[config.mk]
export PLATFORM = sky130hd
export DESIGN_NAME = muldiv_unit
export DESIGN_NICKNAME = d
export VERILOG_FILES = /design/src/rtl/muldiv_unit.sv
export SDC_FILE = /design/constraint.sdc
export NUM_CORES = 1
export LEC_CHECK = 0
export ABC_AREA = 0
export BUFFER_PORTS_ARGS = -buffer_cell sky130_fd_sc_hd__buf_2
export CORE_MARGIN = 4
export CORE_UTILIZATION = 48
export CTS_CLUSTER_DIAMETER = 30
export CTS_CLUSTER_SIZE = 20
export DETAILED_ROUTE_END_ITERATION = 6
export PLACE_DENSITY = 0.63
export SETUP_SLACK_MARGIN = 0.1
export SLEW_MARGIN = 30
export SYNTH_ARGS = -nofsm -noshare
export SYNTH_HDL_FRONTEND = slang
export SYNTH_SLANG_ARGS = --single-unit
[constraint.sdc]
create_clock -name clock -period 5.4 [get_ports clock]
set_input_delay 1.08 -clock clock [delete_from_list [all_inputs] [get_ports clock]]
set_output_delay 1.08 -clock clock [all_outputs]
set_load 0.03 [all_outputs]
[src/rtl/muldiv_unit.sv]
// muldiv_unit: iterative radix-2 multiply/divide engine shared by signed and
// unsigned MULT/DIV. One accumulator serves both directions: for multiply it
// holds {partial product, remaining multiplier bits}, for divide it holds
// {partial remainder, dividend/quotient bits}. Operands are reduced to
// magnitudes on start and the sign is restored in a single FIX cycle.
module muldiv_unit #(
   parameter int WIDTH = 32,
   parameter int CNT_W = $clog2(WIDTH + 1)
) (
   input  logic             clock,
   input  logic             reset,
   input  logic             start,
   input  logic [1:0]       op,
   input  logic             abort,
   input  logic [WIDTH-1:0] a,
   input  logic [WIDTH-1:0] b,
   output logic             busy,
   output logic             done,
   output logic             div0,
   output logic [WIDTH-1:0] hi,
   output logic [WIDTH-1:0] lo
);

   localparam logic [1:0] ST_IDLE = 2'd0;
   localparam logic [1:0] ST_RUN  = 2'd1;
   localparam logic [1:0] ST_FIX  = 2'd2;
   localparam logic [1:0] ST_DONE = 2'd3;

   logic [1:0]         state_r;
   logic [CNT_W-1:0]   cnt_r;
   logic               is_div_r;
   logic               neg_q_r;     // quotient / product is negative
   logic               neg_rem_r;   // remainder takes the dividend's sign
   logic [WIDTH-1:0]   opnd_r;      // |a| for multiply, |b| for divide
   logic [2*WIDTH-1:0] acc_r;
   logic               busy_r;
   logic               done_r;
   logic               div0_r;
   logic [WIDTH-1:0]   hi_r;
   logic [WIDTH-1:0]   lo_r;

   logic               signed_op_s;
   logic               a_neg_s;
   logic               b_neg_s;
   logic [WIDTH-1:0]   a_mag_s;
   logic [WIDTH-1:0]   b_mag_s;
   logic [WIDTH:0]     mul_sum_s;
   logic [2*WIDTH-1:0] mul_next_s;
   logic [WIDTH:0]     div_shift_s;
   logic [WIDTH:0]     div_diff_s;
   logic [2*WIDTH-1:0] div_next_s;
   logic [2*WIDTH-1:0] prod_s;
   logic [WIDTH-1:0]   fix_hi_s;
   logic [WIDTH-1:0]   fix_lo_s;

   // Operand magnitudes for the request currently presented on a/b/op.
   always_comb begin
      signed_op_s = ~op[0];
      a_neg_s     = signed_op_s & a[WIDTH-1];
      b_neg_s     = signed_op_s & b[WIDTH-1];
      if (a_neg_s) begin
         a_mag_s = -a;
      end else begin
         a_mag_s = a;
      end
      if (b_neg_s) begin
         b_mag_s = -b;
      end else begin
         b_mag_s = b;
      end
   end

   // One shift-add (multiply) and one restoring shift-subtract (divide) step.
   always_comb begin
      mul_sum_s = {1'b0, acc_r[2*WIDTH-1:WIDTH]};
      if (acc_r[0]) begin
         mul_sum_s = {1'b0, acc_r[2*WIDTH-1:WIDTH]} + {1'b0, opnd_r};
      end else begin
         mul_sum_s = {1'b0, acc_r[2*WIDTH-1:WIDTH]};
      end
      mul_next_s  = {mul_sum_s, acc_r[WIDTH-1:1]};

      // Bring the next dividend bit into the partial remainder; a clear
      // borrow bit means the divisor fits and the quotient bit is 1.
      div_shift_s = acc_r[2*WIDTH-1:WIDTH-1];
      div_diff_s  = div_shift_s - {1'b0, opnd_r};
      if (!div_diff_s[WIDTH]) begin
         div_next_s = {div_diff_s[WIDTH-1:0], acc_r[WIDTH-2:0], 1'b1};
      end else begin
         div_next_s = {div_shift_s[WIDTH-1:0], acc_r[WIDTH-2:0], 1'b0};
      end
   end

   // Sign restoration of the finished magnitude result.
   always_comb begin
      prod_s   = acc_r;
      fix_hi_s = acc_r[2*WIDTH-1:WIDTH];
      fix_lo_s = acc_r[WIDTH-1:0];
      if (is_div_r) begin
         if (neg_q_r) begin
            fix_lo_s = -acc_r[WIDTH-1:0];
         end else begin
            fix_lo_s = acc_r[WIDTH-1:0];
         end
         if (neg_rem_r) begin
            fix_hi_s = -acc_r[2*WIDTH-1:WIDTH];
         end else begin
            fix_hi_s = acc_r[2*WIDTH-1:WIDTH];
         end
      end else begin
         if (neg_q_r) begin
            prod_s = -acc_r;
         end else begin
            prod_s = acc_r;
         end
         fix_hi_s = prod_s[2*WIDTH-1:WIDTH];
         fix_lo_s = prod_s[WIDTH-1:0];
      end
   end

   // Control FSM, iteration datapath and registered result/handshake outputs.
   always_ff @(posedge clock or negedge reset) begin
      if (!reset) begin
         state_r   <= ST_IDLE;
         cnt_r     <= '0;
         is_div_r  <= 1'b0;
         neg_q_r   <= 1'b0;
         neg_rem_r <= 1'b0;
         opnd_r    <= '0;
         acc_r     <= '0;
         busy_r    <= 1'b0;
         done_r    <= 1'b0;
         div0_r    <= 1'b0;
         hi_r      <= '0;
         lo_r      <= '0;
      end else begin
         done_r <= 1'b0;
         div0_r <= 1'b0;
         case (state_r)
            ST_IDLE: begin
               if (start && !abort) begin
                  is_div_r  <= op[1];
                  neg_q_r   <= a_neg_s ^ b_neg_s;
                  neg_rem_r <= a_neg_s;
                  cnt_r     <= CNT_W'(WIDTH);
                  busy_r    <= 1'b1;
                  if (op[1]) begin
                     opnd_r <= b_mag_s;
                     acc_r  <= {{WIDTH{1'b0}}, a_mag_s};
                  end else begin
                     opnd_r <= a_mag_s;
                     acc_r  <= {{WIDTH{1'b0}}, b_mag_s};
                  end
                  if (op[1] && (b == {WIDTH{1'b0}})) begin
                     state_r <= ST_DONE;
                  end else begin
                     state_r <= ST_RUN;
                  end
               end else begin
                  state_r <= ST_IDLE;
               end
            end
            ST_RUN: begin
               if (abort) begin
                  state_r <= ST_IDLE;
                  busy_r  <= 1'b0;
               end else begin
                  if (is_div_r) begin
                     acc_r <= div_next_s;
                  end else begin
                     acc_r <= mul_next_s;
                  end
                  cnt_r <= cnt_r - CNT_W'(1);
                  if (cnt_r == CNT_W'(1)) begin
                     state_r <= ST_FIX;
                  end else begin
                     state_r <= ST_RUN;
                  end
               end
            end
            ST_FIX: begin
               state_r <= ST_IDLE;
               busy_r  <= 1'b0;
               if (!abort) begin
                  hi_r   <= fix_hi_s;
                  lo_r   <= fix_lo_s;
                  done_r <= 1'b1;
               end else begin
                  done_r <= 1'b0;
               end
            end
            ST_DONE: begin
               state_r <= ST_IDLE;
               busy_r  <= 1'b0;
               if (!abort) begin
                  done_r <= 1'b1;
                  div0_r <= 1'b1;
               end else begin
                  done_r <= 1'b0;
               end
            end
            default: begin
               state_r <= ST_IDLE;
               busy_r  <= 1'b0;
            end
         endcase
      end
   end

   assign busy = busy_r;
   assign done = done_r;
   assign div0 = div0_r;
   assign hi   = hi_r;
   assign lo   = lo_r;

endmodule

# == Word level (Yosys, flattened, before mapping) ==
# Index checks and enable logic that the tools add are counted.
# word_totals
reg_bits,174
elab_cells,72
# classes
add_sub_neg,8
eq_ne,7
mux,29
n_bitwise,5
reduce_logical,11
# ops
operator,n
two-way mux 64 bit,5
two-way mux 32 bit,8
negation 32 bit,4
one-hot mux 64 bit (2 select lines),1
negation 64 bit,1
adder 32 x 32 -> 33 bit,1
two-way mux 33 bit,1
subtractor 33 x 32 -> 33 bit,1
zero test 32 bit,1
two-way mux 6 bit,2
one-hot mux 6 bit (2 select lines),1
two-way mux 2 bit,4
"== test 6 x 1 -> 1 bit, second input constant",1
"inequality test 2 bit, second input constant",3
one-hot mux 2 bit (3 select lines),1
AND reduction 2 bit,3
"subtractor 6 x 1 -> 6 bit, second input constant",1
two-way mux 1 bit,5
"== test 2 bit, second input constant",2
one-hot mux 1 bit (3 select lines),1
AND reduction 3 bit,1
bitwise AND 1 bit,2
"== test 2 x 1 -> 1 bit, second input constant",1
logical AND 1 bit,2
6 further kinds,7

# == Depth between registers and ports, before layout ==
# depth
depth_word,6
mapped_depth,14
ltp_nobuf,12

# == Worst setup path after synthesis ==
# No wires, ideal clock.
# synth_timing
path_type,input to register
start,input b[15]
end,register acc_r[22]
setup_ns,0.126
arrival_ns,3.117
t_required_ns,5.274
slack_ns,2.157
stages,9
n_path_buf,0
path_cell_list,or4_4 or3_4 or3_4 o41ai_2 xor2_1 nand2_1 a21oi_1 a21oi_1 o32a_1
# synth_via
elab_chain_cells,5
# synth_lines
element,line_no,rtl
from (decl),16,"input logic [WIDTH-1:0] b,"
negation 32 bit,67,b_mag_s = -b;
two-way mux 32 bit,66,if (b_neg_s) begin
two-way mux 32 bit,147,if (op[1]) begin
two-way mux 64 bit,141,if (start && !abort) begin
one-hot mux 64 bit (2 select lines),139,case (state_r)
to (signal assigned),149,"acc_r <= {{WIDTH{1'b0}}, a_mag_s};"
to (signal assigned),152,"acc_r <= {{WIDTH{1'b0}}, b_mag_s};"
to (signal assigned),169,acc_r <= div_next_s;
to (decl),35,logic [2*WIDTH-1:0] acc_r;
# Every way passes these cells. The select of a mux whose other input is x is not followed.
# A chain may end at the register's enable or synchronous reset.

# == Worst setup path in the final report ==
# layout_timing
start,register acc_r[31]
end,register acc_r[42]
# layout_via
elab_chain_cells,5
# layout_lines
element,line_no,rtl
subtractor 33 x 32 -> 33 bit,86,"div_diff_s = div_shift_s - {1'b0, opnd_r};"
two-way mux 64 bit,87,if (!div_diff_s[WIDTH]) begin
two-way mux 64 bit,168,if (is_div_r) begin
two-way mux 64 bit,164,if (abort) begin
one-hot mux 64 bit (2 select lines),139,
# Every way passes these cells. The select of a mux whose other input is x is not followed.

==> results.cfg <==
[status]
run_status = finished clean

[setup_path]
r2r.worst_path.cells = 12
worstSetupStartpoint = acc_r[31]
timing_worst_setup_path_type = reg -> reg
cp.arrival_ns = 4.05
crit_fanout = 22
crit_path_end = acc_r[42]
r2r-start = acc_r[31]
regToRegSetupSlack_ns = 1.69
worst_setup_path_start_kind = register
worst-endpoint-required_ns = 5.74
worstReg2RegEnd = acc_r[42]
crit_path_end_kind = register

[routing]
drt-wirelength-per-cell_um = 21.1
viasPerCell = 6.09
antenna_left = 0
postRouteWirelength_um = 49600
detail_route.drc_violations = 0
detailedRoute.firstIterationViolations = 1397
total_number_of_vias = 14300
drt-pass1-iter-count = 5

[timing]
final_min_period_over_clock_period = 0.687
final_hold_viol_count = 0
slew-limit-headroom = 0.344
rsz0062_at_grt = false
worst-slew-pin-transition_ns = 0.982
final_setup_violation_count = 0
clock.fmax_mhz = 270
fin_worst_skew_ns = 0.0138
slew_violations = 0
setup_tns_ns = 0
min_period_ns = 3.71

[die]
floorplan.io_pins = 137
die_area_um2 = 33700
floorplan.initialDensity = 0.485
std_cell_rows = 64
chipHeight_um = 184
area_of_the_core_region_um2 = 30500
die_width_um = 184

[global_route]
grt_util_met1 = 0.432
global_route.overflow_total = 0
largest_net_degree_at_the_start_of_global_routing = 90
first_pass_grt_wire_length_um = 77200
grt_pass1_vias = 13300
grt_use_met3 = 0.0669
busiest_layer = met1
gr-usage-all-layers = 0.292
grt.met2_usage = 0.421
grt_antenna_before_repair = 2

[logic_synthesis]
yosysTopAreaCellShare = 0.294
synth_flop_cell = dfrtp_1
synth_compound_area_frac = 0.262
synth_cell_type_count = 85
number_of_nets_in_the_synthesized_netlist = 2019
post_synthesis_sequential_area_ratio = 0.294
synthXorXnorAreaFrac = 0.104
largest_family_of_logic_cells_by_synthesized_area = compound AO/OA/AOI/OAI gates
cell_type_with_the_highest_aggregate_area_in_the_netlist = dfrtp_1
synth.most_common_cell = nand2_1
netlist_top_cells_count = 246 x nand2_1, 208 x o21ai_0, 181 x a21oi_1, 174 x dfrtp_1, 128 x nor2_1
synthArstFlopShare = 1.00
syn_avg_cell_area_um2 = 7.88
syn_inst = 1877
number_of_synthesized_flops_with_an_enable_pin = 0
synthSimpleGateAreaFrac = 0.185
post_synth_instance_area_um2 = 14800
ys.warnings.count = 0
ys_seq_elements = 174
post_synth_fa_ha_maj_area_fraction = 0.0619
yosys-mux-area-fraction = 0.0456
synth.top_cells.by_area = dfrtp_1 29%, o21ai_0 7.0%, nand2_1 6.2%, a21oi_1 6.1%, ha_1 5.9%

[clock_network]
cts_buffers = 17
root_buf_cell = clkbuf_16
cts_tree = yes
ctsHtreeMaxLevel = 4
cts.repair_timing.setup_buffer_count = 0
postCtsHoldBufs = 0
numClockSinks = 174
max-clock-path-buffers = 2
clk-insertion-delay-late_ns = 0.46
post_cts.resized_instances = 0
clock_transition_at_the_register_clock_pins_on_the_worst_setup_and_hold_paths_after_cts_ns = 0.07

[layout]
synthToLayoutAreaGrowth_pct = 10.2
drive_above_1_share = 0.122
num-nets-final = 2085
stdcell_area_um2 = 16300
antenna_cells_inserted = 0

[pwr]
switching_power_mw = 4.56
sw_frac_of_total = 0.504
portion_of_total_power_attributed_to_the_clock_network = 0.134
cellInternalPower_mw = 4.48
seq_power_share = 0.261
total_leakage_power_nw = 7.17
combPwrFrac = 0.606
power.total_mw = 9.03
vdd_ir_drop_max_v = 0.000261
cell_pwr_density_nw_per_um2 = 554

[place]
numPortBuffers = 136
dpl.hpwl_um = 38200
finalWeightedCongestion = 0.966
post_place_instance_area_um2 = 15800

[run]
reported_max_cap_violation_count = 0

[hold_path]
worst_hold_path_class = reg -> reg
==> sequential cells by signal (all words and copies together) (netlist names) <==
| signal | cells |
|---|---|
| acc_r | 64 |
| busy | 1 |
| cnt_r | 6 |
| div0 | 1 |
| done | 1 |
| hi | 32 |
| is_div_r | 1 |
| lo | 32 |
| neg_q_r | 1 |
| neg_rem_r | 1 |
| opnd_r | 32 |
| state_r | 2 |
==> per-layer routing <==
| metal | vias to the layer above | wire length (um) |
|---|---|---|
| met5 | - | 0 |
| met4 | 0 | 1570 |
| met3 | 78 | 4210 |
| met2 | 559 | 20600 |
| met1 | 6774 | 23200 |
| li1 | 6904 | - |
==> logic make-up after synthesis <==
| family | count (synthesis) |
|---|---|
| buffers and inverters | 175 |
| xor gates and xnor gates | 176 |
| and+or+nand+nor | 579 |
| DFF | 174 |
| AOI/OAI and AO/OA | 635 |
| adders and majority gates | 72 |
| muxes | 66 |
==> final cells by class <==
cell class              instances  area, um2
fillers                      3021      14200
multi-input cells            1528       9770
flip-flops and latches        174       4360
repair buffers                162        907
well taps                     396        495
clock buffers                  20        437
inverters                      60        225
clock inverters                11        111
==> layout by cell type, fill, tap and decap left out, types with 11 or more instances in the layout <==
| master | n |
|---|---|
| nand2_1 | 245 |
| a21o_1 | 27 |
| ha_1 | 70 |
| mux2i_1 | 55 |
| o31ai_1 | 23 |
| xor2_1 | 88 |
| dfrtp_1 | 173 |
| mux2_2 | 11 |
| nand2b_1 | 16 |
| inv_1 | 58 |
| o22ai_1 | 14 |
| buf_4 | 24 |
| o41ai_1 | 12 |
| and3_1 | 11 |
| o21ai_0 | 208 |
| o211ai_1 | 24 |
| a211oi_1 | 20 |
| nor3_1 | 41 |
| a31oi_1 | 24 |
| nor2_1 | 126 |
| nor2b_1 | 24 |
| nand3_1 | 18 |
| xnor2_1 | 88 |
| clkbuf_16 | 17 |
| buf_2 | 135 |
| a21oi_1 | 181 |
| nor4_1 | 17 |
==> worst max-delay path, stage by stage (launching register included) <==
cell and delay [ns]:
dfrtp_1 0.37, inv_1 0.10, ha_1 0.22, fa_1 0.41, nor2b_1 0.19, o31ai_2 0.10, a21oi_1 0.35, o21ai_1 0.21
a311oi_4 0.81, buf_12 0.28, mux2i_1 0.20, nand2_1 0.07, a32o_1 0.26
==> power by group through the flow <==
stage | sequential (mW) | combinational [mW] | clock [mW]
floorplan | 2.13 | 4.03 | 0
global placement | 2.34 | 5.35 | 0
detailed placement | 2.35 | 5.37 | 0
CTS | 2.32 | 5.40 | 1.23
global route | 2.40 | 6.03 | 1.28
finish | 2.35 | 5.47 | 1.21
==> worst min-delay path by stage <==
| stage | from | end | slack, ns | cells after the start |
|---|---|---|---|---|
| finish | hi[12] | hi[12] | 0.47 | 2 |
| global route | lo[28] | lo[28] | 0.50 | 2 |
| CTS | hi[12] | hi[12] | 0.48 | 2 |
| detailed placement | lo[9] | lo[9] | 0.46 | 2 |
| global placement | lo[7] | lo[7] | 0.45 | 2 |
| floorplan | state_r[1] | busy | 0.45 | 1 |
==> stage by stage <==
stage	setup slack, ns	utilization	std cells	hold WS [ns]
floorplan	2.16	-	1877	0.452
detailed placement	1.61	0.516	2320	0.464
global route	1.42	0.534	2351	0.496
finish	1.69	0.534	2351	0.470
global placement	1.52	0.516	2320	0.455
CTS	1.73	0.534	2351	0.479
(Power assumes the default switching activity.)
